===== config.mk =====
export PLATFORM = sky130hd
export DESIGN_NAME = playfield_lock_engine_flat
export DESIGN_NICKNAME = d
export VERILOG_FILES = /design/src/rtl/playfield_lock_engine_if.sv /design/src/rtl/playfield_lock_engine.sv /design/src/flat_wrapper.sv
export SDC_FILE = /design/constraint.sdc
export NUM_CORES = 1
export LEC_CHECK = 0
export ABC_AREA = 1
export CAP_MARGIN = 30
export CORE_UTILIZATION = 45
export DETAILED_ROUTE_END_ITERATION = 10
export GPL_TIMING_DRIVEN = 0
export PLACE_DENSITY = 0.74
export SYNTH_ARGS = -nofsm -noshare
export SYNTH_HDL_FRONTEND = slang
export SYNTH_SLANG_ARGS = --single-unit
export TNS_END_PERCENT = 1

===== constraint.sdc =====
create_clock -name clk -period 4.6 [get_ports clk]
set_clock_uncertainty 0.05 [all_clocks]
set_input_delay 0.92 -clock clk [delete_from_list [all_inputs] [get_ports clk]]
set_output_delay 0.92 -clock clk [all_outputs]
set_load 0.1 [all_outputs]

===== src/rtl/playfield_lock_engine_if.sv =====
// -----------------------------------------------------------------------------
// playfield_lock_engine_if
// Bundles the game-core / cell-memory signals of playfield_lock_engine.
//   master : game core + memory side (drives piece, request, hit and row flags)
//   slave  : the lock engine (drives outcome pulses, busy, memory writes,
//            row-collapse command and the cleared-line counter)
// Parameters must match the engine instance they are connected to.
// -----------------------------------------------------------------------------
interface playfield_lock_engine_if #(
    parameter int FIELD_H = 21,
    parameter int CELLS   = 4,
    parameter int COLOR_W = 3
);
    logic [5*CELLS-1:0] piece_x;
    logic [5*CELLS-1:0] piece_y;
    logic [COLOR_W-1:0] piece_color;
    logic               move_req;
    logic               move_intent;
    logic [CELLS-1:0]   hit_status;
    logic [FIELD_H-1:0] rowfull;

    logic               move_commit;
    logic               move_declined;
    logic               move_locked;
    logic               busy;
    logic               mem_wr_en;
    logic [4:0]         mem_wr_x;
    logic [4:0]         mem_wr_y;
    logic [COLOR_W-1:0] mem_wr_data;
    logic [FIELD_H-1:0] rowshift;
    logic [15:0]        lines_total;

    modport master (
        output piece_x, piece_y, piece_color, move_req, move_intent,
               hit_status, rowfull,
        input  move_commit, move_declined, move_locked, busy, mem_wr_en,
               mem_wr_x, mem_wr_y, mem_wr_data, rowshift, lines_total
    );

    modport slave (
        input  piece_x, piece_y, piece_color, move_req, move_intent,
               hit_status, rowfull,
        output move_commit, move_declined, move_locked, busy, mem_wr_en,
               mem_wr_x, mem_wr_y, mem_wr_data, rowshift, lines_total
    );
endinterface


===== src/rtl/playfield_lock_engine.sv =====
// -----------------------------------------------------------------------------
// playfield_lock_engine
// Playfield movement / lock controller between the game core and cell memory.
// After reset it paints the well border (left wall, floor, right wall), then
// arbitrates move requests using the memory's per-cell hit flags. A blocked
// gravity step commits the piece into memory one cell per cycle, one row up
// from the proposed position.
//
// Optional feature macro: LINE_CLEAR_EN
//   defined   : after a lock, full rows (floor excluded) are collapsed lowest
//               first via one-hot rowshift pulses and counted in lines_total.
//   undefined : lock goes straight to DONE, rowshift and lines_total are 0,
//               rowfull is ignored.
//
// Ports:
//   clk   : system clock
//   reset : asynchronous, active-low reset
//   bus   : playfield_lock_engine_if.slave (piece/request inputs, hit and
//           row flags, outcome pulses, busy, memory write port, rowshift,
//           lines_total). All outputs are registered.
// -----------------------------------------------------------------------------
module playfield_lock_engine #(
    parameter int FIELD_W    = 12,
    parameter int FIELD_H    = 21,
    parameter int CELLS      = 4,
    parameter int COLOR_W    = 3,
    parameter int SETTLE     = 12,
    parameter int WALL_COLOR = 6
) (
    input  logic                    clk,
    input  logic                    reset,
    playfield_lock_engine_if.slave  bus
);

    localparam int IDX_W = 6;
    localparam logic [COLOR_W-1:0] WALL = COLOR_W'(WALL_COLOR);

    typedef enum logic [3:0] {
        ST_INIT_L, ST_INIT_F, ST_INIT_R, ST_IDLE, ST_WAIT,
        ST_DECIDE, ST_LOCK, ST_SCAN, ST_SHIFT, ST_DONE
    } state_t;

`ifdef LINE_CLEAR_EN
    localparam state_t AFTER_LOCK = ST_SCAN;
`else
    localparam state_t AFTER_LOCK = ST_DONE;
`endif

    state_t               state_q, state_d;
    logic [IDX_W-1:0]     idx_q, idx_d;       // init position / lock cell index
    logic [7:0]           cnt_q, cnt_d;       // settle counter
    logic                 intent_q, intent_d;
    logic [5*CELLS-1:0]   px_q, px_d;
    logic [5*CELLS-1:0]   py_q, py_d;
    logic [COLOR_W-1:0]   color_q, color_d;

    logic                 commit_q, commit_d;
    logic                 declined_q, declined_d;
    logic                 locked_q, locked_d;
    logic                 busy_q, busy_d;
    logic                 wr_en_q, wr_en_d;
    logic [4:0]           wr_x_q, wr_x_d;
    logic [4:0]           wr_y_q, wr_y_d;
    logic [COLOR_W-1:0]   wr_data_q, wr_data_d;

    logic                 lock_wr;
    logic [4:0]           cell_x [CELLS];
    logic [4:0]           cell_y [CELLS];
    logic [4:0]           sel_x, sel_y;

    // Unpack the latched piece into per-cell coordinates.
    for (genvar gi = 0; gi < CELLS; gi++) begin : g_cell
        assign cell_x[gi] = px_q[5*gi +: 5];
        assign cell_y[gi] = py_q[5*gi +: 5];
    end

    always_comb begin
        sel_x = '0;
        sel_y = '0;
        for (int k = 0; k < CELLS; k++) begin
            if (idx_q == IDX_W'(k)) begin
                sel_x = cell_x[k];
                sel_y = cell_y[k];
            end
        end
    end

`ifdef LINE_CLEAR_EN
    localparam logic [FIELD_H-1:0] ROW_ONE = FIELD_H'(1);

    logic [4:0]           row_q, row_d;
    logic [FIELD_H-1:0]   rowshift_q, rowshift_d;
    logic [15:0]          lines_q, lines_d;
    logic                 full_any;
    logic [4:0]           full_row;

    // Lowest-numbered full row wins; the floor row never counts as full.
    always_comb begin
        full_any = 1'b0;
        full_row = '0;
        for (int r = FIELD_H - 2; r >= 0; r--) begin
            if (bus.rowfull[r]) begin
                full_any = 1'b1;
                full_row = 5'(r);
            end
        end
    end
`else
    logic unused_rowfull;
    assign unused_rowfull = ^bus.rowfull;
`endif

    always_comb begin
        state_d    = state_q;
        idx_d      = idx_q;
        cnt_d      = cnt_q;
        intent_d   = intent_q;
        px_d       = px_q;
        py_d       = py_q;
        color_d    = color_q;
        commit_d   = 1'b0;
        declined_d = 1'b0;
        locked_d   = 1'b0;
        // busy trails the state by one cycle so it drops the cycle after an
        // outcome pulse and after the last border write.
        busy_d     = (state_q != ST_IDLE);
        wr_en_d    = 1'b0;
        wr_x_d     = wr_x_q;
        wr_y_d     = wr_y_q;
        wr_data_d  = wr_data_q;
        lock_wr    = 1'b0;
`ifdef LINE_CLEAR_EN
        row_d      = row_q;
        rowshift_d = '0;
        lines_d    = lines_q;
`endif

        case (state_q)
            ST_INIT_L: begin
                wr_en_d   = 1'b1;
                wr_x_d    = 5'd0;
                wr_y_d    = idx_q[4:0];
                wr_data_d = WALL;
                if (idx_q == IDX_W'(FIELD_H - 1)) begin
                    idx_d   = '0;
                    state_d = ST_INIT_F;
                end else begin
                    idx_d = idx_q + IDX_W'(1);
                end
            end
            ST_INIT_F: begin
                wr_en_d   = 1'b1;
                wr_x_d    = idx_q[4:0];
                wr_y_d    = 5'(FIELD_H - 1);
                wr_data_d = WALL;
                if (idx_q == IDX_W'(FIELD_W - 1)) begin
                    idx_d   = '0;
                    state_d = ST_INIT_R;
                end else begin
                    idx_d = idx_q + IDX_W'(1);
                end
            end
            ST_INIT_R: begin
                wr_en_d   = 1'b1;
                wr_x_d    = 5'(FIELD_W - 1);
                wr_y_d    = idx_q[4:0];
                wr_data_d = WALL;
                if (idx_q == IDX_W'(FIELD_H - 1)) begin
                    idx_d   = '0;
                    state_d = ST_IDLE;
                end else begin
                    idx_d = idx_q + IDX_W'(1);
                end
            end
            ST_IDLE: begin
                if (bus.move_req) begin
                    intent_d = bus.move_intent;
                    px_d     = bus.piece_x;
                    py_d     = bus.piece_y;
                    color_d  = bus.piece_color;
                    idx_d    = '0;
                    cnt_d    = '0;
                    state_d  = ST_WAIT;
                end
            end
            ST_WAIT: begin
                if (cnt_q == 8'(SETTLE - 1)) begin
                    state_d = ST_DECIDE;
                end else begin
                    cnt_d = cnt_q + 8'd1;
                end
            end
            ST_DECIDE: begin
                if (bus.hit_status == '0) begin
                    commit_d = 1'b1;
                    state_d  = ST_IDLE;
                end else if (intent_q) begin
                    declined_d = 1'b1;
                    state_d    = ST_IDLE;
                end else begin
                    // Cell 0 is written on the decision edge so the lock
                    // writes follow the decision without a gap cycle.
                    lock_wr = 1'b1;
                end
            end
            ST_LOCK: begin
                lock_wr = 1'b1;
            end
`ifdef LINE_CLEAR_EN
            ST_SCAN: begin
                if (full_any) begin
                    row_d   = full_row;
                    cnt_d   = '0;
                    state_d = ST_SHIFT;
                end else begin
                    state_d = ST_DONE;
                end
            end
            ST_SHIFT: begin
                if (cnt_q == 8'd0) begin
                    rowshift_d = ROW_ONE << row_q;
                    if (lines_q != 16'hFFFF) begin
                        lines_d = lines_q + 16'd1;
                    end
                end
                // One command cycle plus SETTLE cycles for the memory to
                // collapse the row and refresh its full flags.
                if (cnt_q == 8'(SETTLE)) begin
                    state_d = ST_SCAN;
                end else begin
                    cnt_d = cnt_q + 8'd1;
                end
            end
`endif
            ST_DONE: begin
                locked_d = 1'b1;
                state_d  = ST_IDLE;
            end
            default: begin
                state_d = ST_IDLE;
            end
        endcase

        // Commit one cell one row above its blocked position; y = 0 wraps
        // to 31, which the memory ignores.
        if (lock_wr) begin
            wr_en_d   = 1'b1;
            wr_x_d    = sel_x;
            wr_y_d    = sel_y - 5'd1;
            wr_data_d = color_q;
            if (idx_q == IDX_W'(CELLS - 1)) begin
                idx_d   = '0;
                state_d = AFTER_LOCK;
            end else begin
                idx_d   = idx_q + IDX_W'(1);
                state_d = ST_LOCK;
            end
        end
    end

    always_ff @(posedge clk or negedge reset) begin
        if (!reset) begin
            state_q    <= ST_INIT_L;
            idx_q      <= '0;
            cnt_q      <= '0;
            intent_q   <= 1'b0;
            px_q       <= '0;
            py_q       <= '0;
            color_q    <= '0;
            commit_q   <= 1'b0;
            declined_q <= 1'b0;
            locked_q   <= 1'b0;
            busy_q     <= 1'b1;
            wr_en_q    <= 1'b0;
            wr_x_q     <= '0;
            wr_y_q     <= '0;
            wr_data_q  <= WALL;
        end else begin
            state_q    <= state_d;
            idx_q      <= idx_d;
            cnt_q      <= cnt_d;
            intent_q   <= intent_d;
            px_q       <= px_d;
            py_q       <= py_d;
            color_q    <= color_d;
            commit_q   <= commit_d;
            declined_q <= declined_d;
            locked_q   <= locked_d;
            busy_q     <= busy_d;
            wr_en_q    <= wr_en_d;
            wr_x_q     <= wr_x_d;
            wr_y_q     <= wr_y_d;
            wr_data_q  <= wr_data_d;
        end
    end

`ifdef LINE_CLEAR_EN
    always_ff @(posedge clk or negedge reset) begin
        if (!reset) begin
            row_q      <= '0;
            rowshift_q <= '0;
            lines_q    <= '0;
        end else begin
            row_q      <= row_d;
            rowshift_q <= rowshift_d;
            lines_q    <= lines_d;
        end
    end

    assign bus.rowshift    = rowshift_q;
    assign bus.lines_total = lines_q;
`else
    assign bus.rowshift    = '0;
    assign bus.lines_total = '0;
`endif

    assign bus.move_commit   = commit_q;
    assign bus.move_declined = declined_q;
    assign bus.move_locked   = locked_q;
    assign bus.busy          = busy_q;
    assign bus.mem_wr_en     = wr_en_q;
    assign bus.mem_wr_x      = wr_x_q;
    assign bus.mem_wr_y      = wr_y_q;
    assign bus.mem_wr_data   = wr_data_q;

endmodule


===== src/flat_wrapper.sv =====
// flat-port wrapper written by rule: the top's interface ports become plain ports
module playfield_lock_engine_flat 
#(
    parameter int FIELD_W    = 12,
    parameter int FIELD_H    = 21,
    parameter int CELLS      = 4,
    parameter int COLOR_W    = 3,
    parameter int SETTLE     = 12,
    parameter int WALL_COLOR = 6
)
  (clk, reset, bus_piece_x, bus_piece_y, bus_piece_color, bus_move_req, bus_move_intent, bus_hit_status, bus_rowfull, bus_move_commit, bus_move_declined, bus_move_locked, bus_busy, bus_mem_wr_en, bus_mem_wr_x, bus_mem_wr_y, bus_mem_wr_data, bus_rowshift, bus_lines_total);
  playfield_lock_engine_if #(.FIELD_H(FIELD_H), .CELLS(CELLS), .COLOR_W(COLOR_W)) bus_i ();
  input  logic clk;
  input  logic reset;
  input wire logic [$bits(bus_i.piece_x)-1:0] bus_piece_x;
  input wire logic [$bits(bus_i.piece_y)-1:0] bus_piece_y;
  input wire logic [$bits(bus_i.piece_color)-1:0] bus_piece_color;
  input wire logic [$bits(bus_i.move_req)-1:0] bus_move_req;
  input wire logic [$bits(bus_i.move_intent)-1:0] bus_move_intent;
  input wire logic [$bits(bus_i.hit_status)-1:0] bus_hit_status;
  input wire logic [$bits(bus_i.rowfull)-1:0] bus_rowfull;
  output wire logic [$bits(bus_i.move_commit)-1:0] bus_move_commit;
  output wire logic [$bits(bus_i.move_declined)-1:0] bus_move_declined;
  output wire logic [$bits(bus_i.move_locked)-1:0] bus_move_locked;
  output wire logic [$bits(bus_i.busy)-1:0] bus_busy;
  output wire logic [$bits(bus_i.mem_wr_en)-1:0] bus_mem_wr_en;
  output wire logic [$bits(bus_i.mem_wr_x)-1:0] bus_mem_wr_x;
  output wire logic [$bits(bus_i.mem_wr_y)-1:0] bus_mem_wr_y;
  output wire logic [$bits(bus_i.mem_wr_data)-1:0] bus_mem_wr_data;
  output wire logic [$bits(bus_i.rowshift)-1:0] bus_rowshift;
  output wire logic [$bits(bus_i.lines_total)-1:0] bus_lines_total;
  assign bus_i.piece_x = bus_piece_x;
  assign bus_i.piece_y = bus_piece_y;
  assign bus_i.piece_color = bus_piece_color;
  assign bus_i.move_req = bus_move_req;
  assign bus_i.move_intent = bus_move_intent;
  assign bus_i.hit_status = bus_hit_status;
  assign bus_i.rowfull = bus_rowfull;
  assign bus_move_commit = bus_i.move_commit;
  assign bus_move_declined = bus_i.move_declined;
  assign bus_move_locked = bus_i.move_locked;
  assign bus_busy = bus_i.busy;
  assign bus_mem_wr_en = bus_i.mem_wr_en;
  assign bus_mem_wr_x = bus_i.mem_wr_x;
  assign bus_mem_wr_y = bus_i.mem_wr_y;
  assign bus_mem_wr_data = bus_i.mem_wr_data;
  assign bus_rowshift = bus_i.rowshift;
  assign bus_lines_total = bus_i.lines_total;
  playfield_lock_engine #(.FIELD_W(FIELD_W), .FIELD_H(FIELD_H), .CELLS(CELLS), .COLOR_W(COLOR_W), .SETTLE(SETTLE), .WALL_COLOR(WALL_COLOR)) u_core (.clk(clk), .reset(reset), .bus(bus_i));
endmodule

# Word-level counts from Yosys, hierarchy flattened
# Cells that the tools add are included.
# Widths: inputs -> output; s select.
[classes] multipliers=0 mux=44 n_reduce_logical=14 eq_ne=23 div=0 bitwise_logic=0 n_lt_le_gt_ge=0 n_shift=0 add_sub_neg=3
[ops] operator="$mux 5" count=10
[ops] operator="$mux 4" count=9
[ops] operator="$mux 6" count=5
[ops] operator="$pmux 4 s7" count=1
[ops] operator="$pmux 6 s3" count=1
[ops] operator="$mux 8" count=2
[ops] operator="$pmux 8 s2" count=1
[ops] operator="$pmux 5 s3" count=1
[ops] operator="$eq 4x3->1 const B" count=3
[ops] operator="$eq 6x2->1 const B" count=2
[ops] operator="$ne 3x1->1 const B" count=4
[ops] operator="$mux 1" count=10
[ops] operator="$pmux 5 s2" count=1
[ops] operator="$add 8x1->8 const B" count=1
[ops] operator="$eq 4x2->1 const B" count=2
[ops] operator="$eq 8x4->1 const B" count=1
[ops] operator="$logic_not 4->1" count=2
[ops] operator="$reduce_bool 4->1" count=2
[ops] operator="$reduce_and 7->1" count=1
[ops] operator="$add 6x1->6 const B" count=1
[ops] operator="$eq 6x1->1 const B" count=1
[ops] operator="$eq 6x4->1 const B" count=1
[ops] operator="$eq 6x5->1 const B" count=1
[ops] operator="$logic_not 6->1" count=1
[ops] operator="other kinds (16)" count=20
[word_totals] output_inout_bits=55 regBits=80 ramBits=0 mem_count=0 elab_cells=99 latchBits=0 mem_bits_ro=0

# Logic depth before layout (Yosys ltp)
# Gate-level depths: netlist of the first run.
[depth] word_depth=7 mapped_depth=16 mapped_depth_nobuf=16

# Worst setup path before layout of the first run
# Ideal clock, no wire load.
[synth_timing] kind="in2reg" from="input port bus_hit_status[3]" to="register u_core.wr_y_q[2], in the netlist u_core.bus.mem_wr_y[2]" setup_ns=0.122 arrival_ns=1.881 path_stages=9 setup_slack_ns=2.546 required_time_ns=4.428 path_cell_list="nor2_1 nand2_1 nand3_2 nand2_4 nor3_4 inv_2 buf_2 o211ai_1 inv_1"
[synth_via] elab_chain_len=4 elab_cells_between_ends=5 cone_classes="3 x mux; 2 x reduce/logical"
[synth_rtl] element="start: declaration" line_no="flat_wrapper.sv:20" rtl="input wire logic [$bits(bus_i.hit_status)-1:0] bus_hit_status;"
[synth_rtl] element="$logic_not 4->1 (*)" line_no="playfield_lock_engine.sv:194" rtl="if (bus.hit_status == '0) begin"
[synth_rtl] element="$mux 1 (*)" line_no="playfield_lock_engine.sv:194"
[synth_rtl] element="$pmux 1 s2 (*)" line_no="playfield_lock_engine.sv:138" rtl="case (state_q)"
[synth_rtl] element="$reduce_bool 3->1 (no line) / $mux 5 (equally long branches)"
[synth_rtl] element="end signal: assignment" line_no="playfield_lock_engine.sv:292" rtl="wr_y_q <= wr_y_d;"
[synth_rtl] element="end: declaration" line_no="playfield_lock_engine.sv:63" rtl="logic [4:0] wr_y_q, wr_y_d;"
# Every way passes the cells marked *; elsewhere a longest branch is shown, timed or not.
# A chain may end at the register's enable or synchronous reset.

# Worst setup path in the final report of the first run
[layout_timing] from="register u_core.wr_data_q[2], in the netlist u_core.bus.mem_wr_data[2]" to="output port bus_mem_wr_data[2]"
[layout_rtl] element="start: declaration" line_no="playfield_lock_engine.sv:64" rtl="logic [COLOR_W-1:0] wr_data_q, wr_data_d;"
[layout_rtl] element="start signal: assignment" line_no="playfield_lock_engine.sv:293" rtl="wr_data_q <= wr_data_d;"
[layout_rtl] element="end: declaration" line_no="flat_wrapper.sv:29" rtl="output wire logic [$bits(bus_i.mem_wr_data)-1:0] bus_mem_wr_data;"
# No word-level cell between the ends.

==> metrics, run 1 <==
Crit-path slowest cell clkdlybuf4s50_1; top cells by area, synth dfrtp_1, nand2_1, buf_4; PD cells 664 nW/um2; Synth top cells by count nand2_1, dfrtp_1, nor2_1; post-route ant nets 0; final setup fails 0; Ports roughly 130; core region area 9240 um2; Tot GR Track Use 0.209; Worst VDD drop 0.377 mV; RD Place Congestion 0.929; Reg power frac 0.324; largest net degree at the start of global routing 65; Root Driver clkbuf_8; syn avg cell area slightly below 8 um2; sequential share of the synthesized area 0.468; starting density of the core 0.464; worst setup path class flop to primary output; clock latency at the later pin of the worst-skew pair 350 ps; Crit path largest cell delay ~1100 ps; CP cell instances clkdlybuf4s50_1; Yosys warnings 0; vias per cell 4.72; CP arrival 2030 ps; Max Cap Viol 0; input/output buffers 68; Synth Cell Area ~4300 um2; path type of the worst min-delay path input port to asynchronous set/reset pin; Total Power 0.00363 W; clock buffer depth 2; cts hold-fix bufs 0; CTS Buf Count 9; Area Overhead vs Synth 27.6%; slew margin rel. 0.340; Worst Path Buf+Inv 1; Internal 0.00177 W; Critical Path RT 3630 ps; RSZ-0062 raised after global routing false; Crit. End Element primary output; fillcell total 822; GRT overflow 0; fin crit period 3000 ps; Fin. Hold Viols 0; post_cts resized 0; Sw Ratio 0.512; crit-path max FO 2; status completed; chip height 99.6 um; clock share of power 0.132; Psw approximately 0.0019 W; CP delay by family, top buffers and inverters; proportion of layout cells with a drive suffix above 1 0.144; vias after detailed routing 3,745; Max Fclk 333 MHz; top-count cell post-synth nand2_1; Min Hold Slack 371 ps; crit start category flop; post-placement cell area 5290 um2; Die ar. 9910 um2; worst slew pin tran 987 ps; first-pass GRT wire length 16.2 mm; Synth top area share 0.450; ys async rst share 1.00; Final Cell Area 5470 um2; # rows 35; H-tree Lvls 3; vias in the first global route 3,508; Post-CTS Setup Repair Bufs 0; Leak 2.74 nW; Most used DFF post-synth dfrtp_1; Post-synth EDFFs 0; Pre-Repair DR Iteration Count 5; Clock transition at path regs 90 ps; Sinks on Clock Net 80; post-synth cell types 39; HPWL after DPL 7.47 mm; Comb pwr share 0.543; cells after synthesis 544; Synth area leader dfrtp_1; Routed WL per cell ~12 um; CTS tree done; nets@finish 738; Slew Limit Fails 0; antenna cells 0; flop and latch count out of synthesis 80; die width 99.6 um; final WL 9.75 mm; Iter 0 DRT Violations about 250; Tcrit/Tclk final 0.653; initial antenna violation count 0; DRC viols 0
layout by cell type, fill, tap and decap left out, drive strengths merged:
cell type      count
a21boi             1
a21oi             21
a22o               1
a31oi              2
a41oi              2
buf               44
clkbuf            17
clkdlybuf4s50     67
clkinv             3
clkinvlp           2
conb              37
dfrtp             77
dfstp              3
ha                 6
inv               51
nand2            196
nand3             37
nand4              5
nor2              49
nor3              10
nor3b              1
nor4               2
o211ai             5
o21ai             18
o22ai              3
o31ai              1
or2                1
xor2               3
through the flow:
step           TNS [ps]  setup slack [ps]  std cells   util
2_1_floorplan         0              2550        580      -
3_3_place_gp     -12920              -174        777  0.569
3_5_place_dp          0              1850        778  0.572
4_1_cts               0              1580        794  0.591
5_1_grt               0              1570        794  0.591
6_report              0              1600        794  0.591
layout make-up:
class | count | area, um2 | share of cell area
buffer | 49 | 329 | 0.0602
timing repair buffer | 69 | 706 | 0.129
clock buffer | 10 | 138 | 0.0252
multi-input combinational | 401 | 1900 | 0.347
sequential | 80 | 2010 | 0.367
inverter | 50 | 188 | 0.0343
tap | 129 | 161 | 0.0295
clock inverter | 6 | 42.5 | 0.00778
cells by family (layout without fill, tap and decap cells):
| group | after synthesis | in the layout | synth area share |
|---|---|---|---|
| AO/OA/AOI/OAI | 54 | 54 | 0.0748 |
| XOR/XNOR | 3 | 3 | 0.00614 |
| adder cells (fa/ha/maj) | 6 | 6 | 0.0175 |
| buffers and inverters | 99 | 184 | 0.121 |
| flip-flops | 80 | 80 | 0.468 |
| other | 1 | 37 | 0.000876 |
| AND/OR/NAND/NOR | 301 | 301 | 0.312 |
final timing paths:
kind                                                             from                               endpoint  slack (ps)  cells past startpoint
worst max-delay path            u_core.bus.mem_wr_data[2]$_DFFE_PN1P_                     bus_mem_wr_data[2]        1600                      1
worst min-delay path                                            reset            u_core.py_q[11]$_DFFE_PN0P_         370                      1
worst max register to register            u_core.idx_q[1]$_DFFE_PN0P_     u_core.bus.mem_wr_y[2]$_DFFE_PN0P_        2090                     16
worst min register to register          u_core.color_q[2]$_DFFE_PN0P_  u_core.bus.mem_wr_data[2]$_DFFE_PN1P_         430                      2
max in group asynchronous                                       reset              u_core.bus.busy$_DFF_PN1_        3490                      2
min in group clk                        u_core.color_q[2]$_DFFE_PN0P_  u_core.bus.mem_wr_data[2]$_DFFE_PN1P_         430                      2
power groups by stage:
stage | clock network (W) | registers, W | logic, W
3_3_place_gp | 0 | 0.00118 | 0.00191
4_1_cts | 0.000486 | 0.00118 | 0.00197
2_1_floorplan | 0 | 0.00156 | 0.00110
6_report | 0.000480 | 0.00118 | 0.00197
3_5_place_dp | 0 | 0.00119 | 0.00196
5_1_grt | 0.000519 | 0.00121 | 0.00216
layer usage:
layer	up-vias	GRT usage	share of wire
met5	-	0	0
met4	0	0.0871	0.026
met3	22	0.0365	0.054
met2	142	0.342	0.47
met1	1703	0.275	0.45
li1	1878	-	-
sequential cells by signal, summed over array words and instances, names as in the netlist, 3 cells and up:
register,flops
u_core.bus.mem_wr_data,3
u_core.bus.mem_wr_x,5
u_core.bus.mem_wr_y,5
u_core.cnt_q,8
u_core.color_q,3
u_core.idx_q,6
u_core.px_q,20
u_core.py_q,20
u_core.state_q,4
Note: power is estimated with default switching activity, not from simulation.
==> inputs of run 2 (changes only) <==
- CORE_UTILIZATION: 45 -> 43
- clock period: 4.6 -> 2.65 ns (I/O delays scaled with it)
==> run 2 against run 1 <==
Wire length rose by 1.1%. Hold slack got worse by 300 ps. Combinational power rose by 74%. Critical path type unchanged. Sequential power rose by 74%. Non-clock buffer count rose by 1. Global-route usage fell by 0.088 points. First-iteration DRC count fell by 18%. Via count rose by 1.6%. Sequential share of layout area fell by 0.19 points.
==> metrics, run 2 (same netlist as run 1, synthesis figures left out) <==
post-route ant nets 0 (unchanged); RD Place Congestion 0.875 (was 0.929); fin crit period 2600 ps; CP arrival 2020 ps (was 2030 ps); initial antenna violation count 0 (unchanged); Area Overhead vs Synth 28.3% (was 27.6%); Leak 2.74 nW (about the same); crit start category flop (unchanged); worst setup path class flop to primary output (unchanged); Comb pwr share 0.541 (was 0.543); Sinks on Clock Net 80 (unchanged); Tot GR Track Use 0.208 (was 0.209); Crit. End Element primary output (unchanged); Final Cell Area 5490 um2 (was 5470 um2); Worst VDD drop 1.06 mV (was 0.377 mV); Tcrit/Tclk final 0.981; CTS tree done (unchanged); Reg power frac 0.323 (was 0.324); worst slew pin tran 978 ps (was 987 ps); Worst Path Buf+Inv 1 (unchanged); DRC viols 0 (unchanged); Slew Limit Fails 0 (unchanged); fillcell total 938 (was 822); slew margin rel. 0.346 (was 0.340); Clock transition at path regs 90 ps (about the same); clock share of power 0.136 (was 0.132); GRT overflow 0 (unchanged); clock buffer depth 2 (unchanged); CP delay by family, top buffers and inverters (unchanged); input/output buffers 68 (unchanged); largest net degree at the start of global routing 47 (was 65); Root Driver clkbuf_8 (unchanged); commonest non-fill, non-tap cells in the layout nand2_1, dfrtp_1, clkdlybuf4s50_1, nor2_1, buf_4 (was nand2_1, dfrtp_1, clkdlybuf4s50_1, nor2_1); proportion of layout cells with a drive suffix above 1 0.147 (was 0.144); CP cell instances clkdlybuf4s50_1 (unchanged); starting density of the core 0.440 (was 0.464); vias per cell 4.76 (was 4.72); chip height 102 um (was 99.6 um); setup total negative slack 0 ps (unchanged); storage element area 2010 um2 (unchanged); most common cell after layout, fill and taps aside nand2_1 (unchanged); Psw 0.00323 W (was 0.00186 W); status completed (unchanged); RSZ-0062 raised after global routing false (unchanged); Fin. Hold Viols 0 (unchanged); HPWL after DPL 7.54 mm (was 7.47 mm); Die ar. 10,400 um2 (was 9910 um2); Pre-Repair DR Iteration Count 5 (unchanged); Crit-path slowest cell clkdlybuf4s50_1 (unchanged); final WL 9.86 mm (was 9.75 mm); Max Cap Viol 0 (unchanged); Min Hold Slack 68.1 ps (was 371 ps); Internal 0.00312 W (was 0.00177 W); die width 102 um (was 99.6 um); post-placement cell area 5290 um2 (about the same); PD cells 1150 nW/um2 (was 664 nW/um2); vias after detailed routing 3,805 (was 3,745); cts hold-fix bufs 0 (unchanged); nets@finish 739 (was 738); Register-to-Register Setup Slack 300 ps (was 2090 ps); Ports 127 (unchanged); Routed WL per cell 12.3 um (about the same); # rows 36 (was 35); core region area 9730 um2 (was 9240 um2); antenna cells 0 (unchanged); Sw Ratio 0.509 (was 0.512); first-pass GRT wire length 16.4 mm (was 16.2 mm); clock latency at the later pin of the worst-skew pair 360 ps (was 350 ps); Max Fclk around 380 MHz; crit-path max FO 2 (unchanged); final setup fails 0 (unchanged); Critical Path RT 2070 ps (was 3630 ps); path type of the worst min-delay path input port to asynchronous set/reset pin (unchanged); Iter 0 DRT Violations 208 (was 253); Crit path largest cell delay 1120 ps (was 1140 ps); area of the multi-input gates 1900 um2 (about the same); vias in the first global route 3,540 (was 3,508); Regs by FF count u_core.px_q x20, u_core.py_q x20, u_core.cnt_q x8 (unchanged); Util after Layout 0.565 (was 0.591); H-tree Lvls 3 (unchanged); CTS Buf Count 9 (unchanged)
## run 2: power by group through the flow
stage | Combinational [W] | Sequential [W] | Clock (W)
after floorplan | 0.00191 | 0.00271 | 0
after global placement | 0.00332 | 0.00205 | 0
after detailed placement | 0.00339 | 0.00206 | 0
after CTS | 0.00342 | 0.00204 | 0.000882
after global routing | 0.00378 | 0.00210 | 0.000937
final | 0.00343 | 0.00205 | 0.000863
## run 2: area by class of cell
type	instances	area share
plain buffers	49	0.0599
flip-flops and latches	80	0.365
multi-input cells	401	0.345
well taps	133	0.0303
repair buffers	70	0.130
clock inverters	5	0.00729
clock buffers	11	0.0276
inverters	50	0.0342
## run 2: path summary, 6_finish.rpt
path	endpoint	cells past startpoint	from
min in group clk	u_core.bus.mem_wr_data[2]$_DFFE_PN1P_	2	u_core.color_q[2]$_DFFE_PN0P_
max in group asynchronous	u_core.bus.busy$_DFF_PN1_	2	reset
max	bus_mem_wr_data[2]	1	u_core.bus.mem_wr_data[2]$_DFFE_PN1P_
min	u_core.px_q[7]$_DFFE_PN0P_	1	reset
min reg2reg	u_core.bus.mem_wr_data[2]$_DFFE_PN1P_	2	u_core.color_q[2]$_DFFE_PN0P_
max reg2reg	u_core.bus.mem_wr_y[2]$_DFFE_PN0P_	16	u_core.idx_q[1]$_DFFE_PN0P_
## run 2: through the flow
step | instances | setup WS [ps] | power [W]
after floorplan | 580 | 597 | 0.00462
after global placement | 781 | -1720 | 0.00537
after detailed placement | 782 | 249 | 0.00545
after CTS | 798 | 27.8 | 0.00634
after global routing | 799 | 6.85 | 0.00682
final | 799 | 49.9 | 0.00634
## run 2: metal layers
| layer | global-route usage | wire (um) | up-vias |
|---|---|---|---|
| met2 | 0.343 | 4590 | 149 |
| met4 | 0.0970 | 274 | 0 |
| met3 | 0.0338 | 599 | 21 |
| li1 | - | - | 1884 |
| met1 | 0.268 | 4400 | 1751 |
| met5 | 0 | 0 | - |
## run 2: repair_timing
action,4_1_cts,5_1_grt
setup endpoints to repair,0,3
setup buffers,0,1
resized for setup,0,2
==> inputs of run 3 (changes only) <==
- clock period: 2.65 -> 2.38 ns (I/O delays scaled with it)
==> run 3 against run 2 <==
Clock-buffer cell count stayed put. Final cell count rose by 0.63%. Combinational power increased by 13%. Non-clock buffer count rose by 5. Global-route usage is essentially flat. Clock power rose by 12%. Worst setup slack got worse by 7.7 ps. Sequential cell count is the same. First-iteration DRC count rose by 19%. Critical path depth unchanged. Register-to-register slack got worse by 90 ps. Critical path type unchanged. Critical endpoint is now bus_move_declined.
==> metrics, run 3 (same netlist as run 1, synthesis figures left out) <==
status completed (unchanged); r2r endpoint u_core.bus.mem_wr_y[2]$_DFFE_PN0P_ (unchanged); CP cell instances clkdlybuf4s50_1 (unchanged); Worst Path Buf+Inv 1 (unchanged); antenna cells 0 (unchanged); Regs by FF count u_core.px_q x20, u_core.py_q x20, u_core.cnt_q x8 (unchanged); chip height 102 um (unchanged); final setup fails 0 (unchanged); Top Layer Used met4 (unchanged); metal3 WL 607 um (was 599 um); Tcrit/Tclk final 0.982; final WL 10.1 mm (was 9.86 mm); crit start category flop (unchanged); Register-to-Register Setup Slack 210 ps (was 300 ps); HPWL after DPL 7.54 mm (unchanged); DRC viols 0 (unchanged); Area Overhead vs Synth 29.5% (was 28.3%); Clock transition at path regs 90 ps (about the same); nets@finish 744 (was 739); Psw 0.00365 W (was 0.00323 W); vias after detailed routing 3,859 (was 3,805); setup total negative slack 0 ps (unchanged); CP delay by family, top buffers and inverters (unchanged); proportion of layout cells with a drive suffix above 1 0.165 (was 0.147); RD Place Congestion 0.875 (unchanged); Max Fclk 428 MHz; Crit-path slowest cell clkdlybuf4s50_1 (unchanged); Critical Path RT 1850 ps (was 2070 ps); Routed met2 length 4.73 mm (was 4.59 mm); initial antenna violation count 0 (unchanged); fin crit period 2340 ps; clock buffer depth 2 (unchanged); path type of the worst min-delay path input port to asynchronous set/reset pin (unchanged); PD cells 1280 nW/um2 (was 1150 nW/um2); most common cell after layout, fill and taps aside nand2_1 (unchanged); RSZ-0062 raised after global routing true (was false); Leak 2.82 nW (was 2.74 nW); CP arrival 1810 ps (was 2020 ps); Crit path largest cell delay 1120 ps (about the same); largest net degree at the start of global routing 47 (unchanged); Sinks on Clock Net 80 (unchanged); clock latency at the later pin of the worst-skew pair 360 ps (about the same); Met1 Routed Length 4.41 mm (was 4.40 mm); Tot GR Track Use 0.208 (about the same); Fin. Hold Viols 0 (unchanged); input/output buffers 68 (unchanged); Die ar. 10,400 um2 (unchanged); worst slew pin tran 965 ps (was 978 ps); Worst VDD drop 1.14 mV (was 1.06 mV); Min Hold Slack 15.3 ps (was 68.1 ps); CTS Buf Count 9 (unchanged); Sw Ratio 0.512 (was 0.509); # rows 36 (unchanged); die width 102 um (unchanged); vias in the first global route 3,533 (was 3,540); Pre-Repair DR Iteration Count 5 (unchanged); Internal 0.00348 W (was 0.00312 W); Max Cap Viol 0 (unchanged); clock share of power 0.135 (was 0.136); first-pass GRT wire length 16.4 mm (about the same); core region area 9730 um2 (unchanged); slew margin rel. 0.355 (was 0.346); Slew Limit Fails 0 (unchanged); commonest non-fill, non-tap cells in the layout nand2_1, dfrtp_1, clkdlybuf4s50_1, buf_4, nor2_1 (was nand2_1, dfrtp_1, clkdlybuf4s50_1, nor2_1, buf_4); Comb pwr share 0.545 (was 0.541); H-tree Lvls 3 (unchanged); crit-path max FO 1 (was 2); Routed WL per cell 12.5 um (was 12.3 um); starting density of the core 0.440 (unchanged); vias per cell 4.80 (was 4.76); Ports 127 (unchanged); Crit. End Element primary output (unchanged); CTS tree done (unchanged); post-route ant nets 0 (unchanged); Util after Layout 0.570 (was 0.565); Root Driver clkbuf_8 (unchanged); worst setup path class flop to primary output (unchanged); Iter 0 DRT Violations 247 (was 208); Reg power frac 0.320 (was 0.323); reg-to-reg startpoint u_core.idx_q[1]$_DFFE_PN0P_ (unchanged); GRT overflow 0 (unchanged); Reg2Reg Depth 16 (unchanged)
[run 3: changes by cell type in the layout (fill, tap and decap cells not counted), sizes merged]
cell / previous run / this run
dlymetal6s2s: 1 / 3
dlygate4sd2: 0 / 13
buf: 45 / 49
clkbuf: 18 / 19
clkdlybuf4s50: 66 / 51
[run 3: worst max-delay path by stage]
stage	startpoint	end	depth (start not counted)
2_1_floorplan	u_core.idx_q[1]$_DFFE_PN0P_	u_core.bus.mem_wr_y[2]$_DFFE_PN0P_	16
3_3_place_gp	reset	u_core.bus.mem_wr_en$_DFF_PN0_	1
3_5_place_dp	u_core.idx_q[1]$_DFFE_PN0P_	u_core.bus.mem_wr_y[2]$_DFFE_PN0P_	16
4_1_cts	u_core.idx_q[1]$_DFFE_PN0P_	u_core.bus.mem_wr_y[2]$_DFFE_PN0P_	16
5_1_grt	u_core.idx_q[1]$_DFFE_PN0P_	u_core.bus.mem_wr_y[2]$_DFFE_PN0P_	16
6_report	u_core.bus.move_declined$_DFF_PN0_	bus_move_declined	1
[run 3: layout make-up]
class | count | area [um2]
clock buffer | 11 | 151
tap | 133 | 166
sequential | 80 | 2010
clock inverter | 5 | 40.0
buffer | 49 | 332
fill | 930 | 4180
timing repair buffer | 75 | 742
inverter | 50 | 188
multi-input combinational | 401 | 1920
[run 3: power groups by stage]
stage / Sequential, W / Combinational [W] / Clock (W)
floorplan: 0.00302 / 0.00213 / 0
global placement: 0.00228 / 0.00369 / 0
detailed placement: 0.00229 / 0.00378 / 0
CTS: 0.00227 / 0.00374 / 0.000982
global route: 0.00234 / 0.00425 / 0.00104
finish: 0.00228 / 0.00388 / 0.000964
[run 3: metrics by stage]
| step | total power, W | worst slack [ps] | instance area (um2) | cells |
|---|---|---|---|---|
| after floorplan | 0.00515 | 327 | 4420 | 580 |
| after global placement | 0.00598 | -1930 | 5270 | 781 |
| after detailed placement | 0.00607 | -21.1 | 5290 | 782 |
| after CTS | 0.00699 | -28.5 | 5470 | 798 |
| after global routing | 0.00764 | -36.3 | 5550 | 804 |
| final | 0.00712 | 42.2 | 5550 | 804 |
[run 3: routing by layer]
metal / track usage / up-vias
met5: 0 / -
met4: 0.0970 / 0
li1: - / 1899
met2: 0.343 / 150
met3: 0.0331 / 23
met1: 0.269 / 1787
[run 3: repair_timing]
item / 4_1_cts / 5_1_grt
pin swaps: 0 / 4
gates resized for setup: 14 / 13
setup buffers: 0 / 6
setup endpoints to repair: 16 / 6
hold buffers: 0 / 0
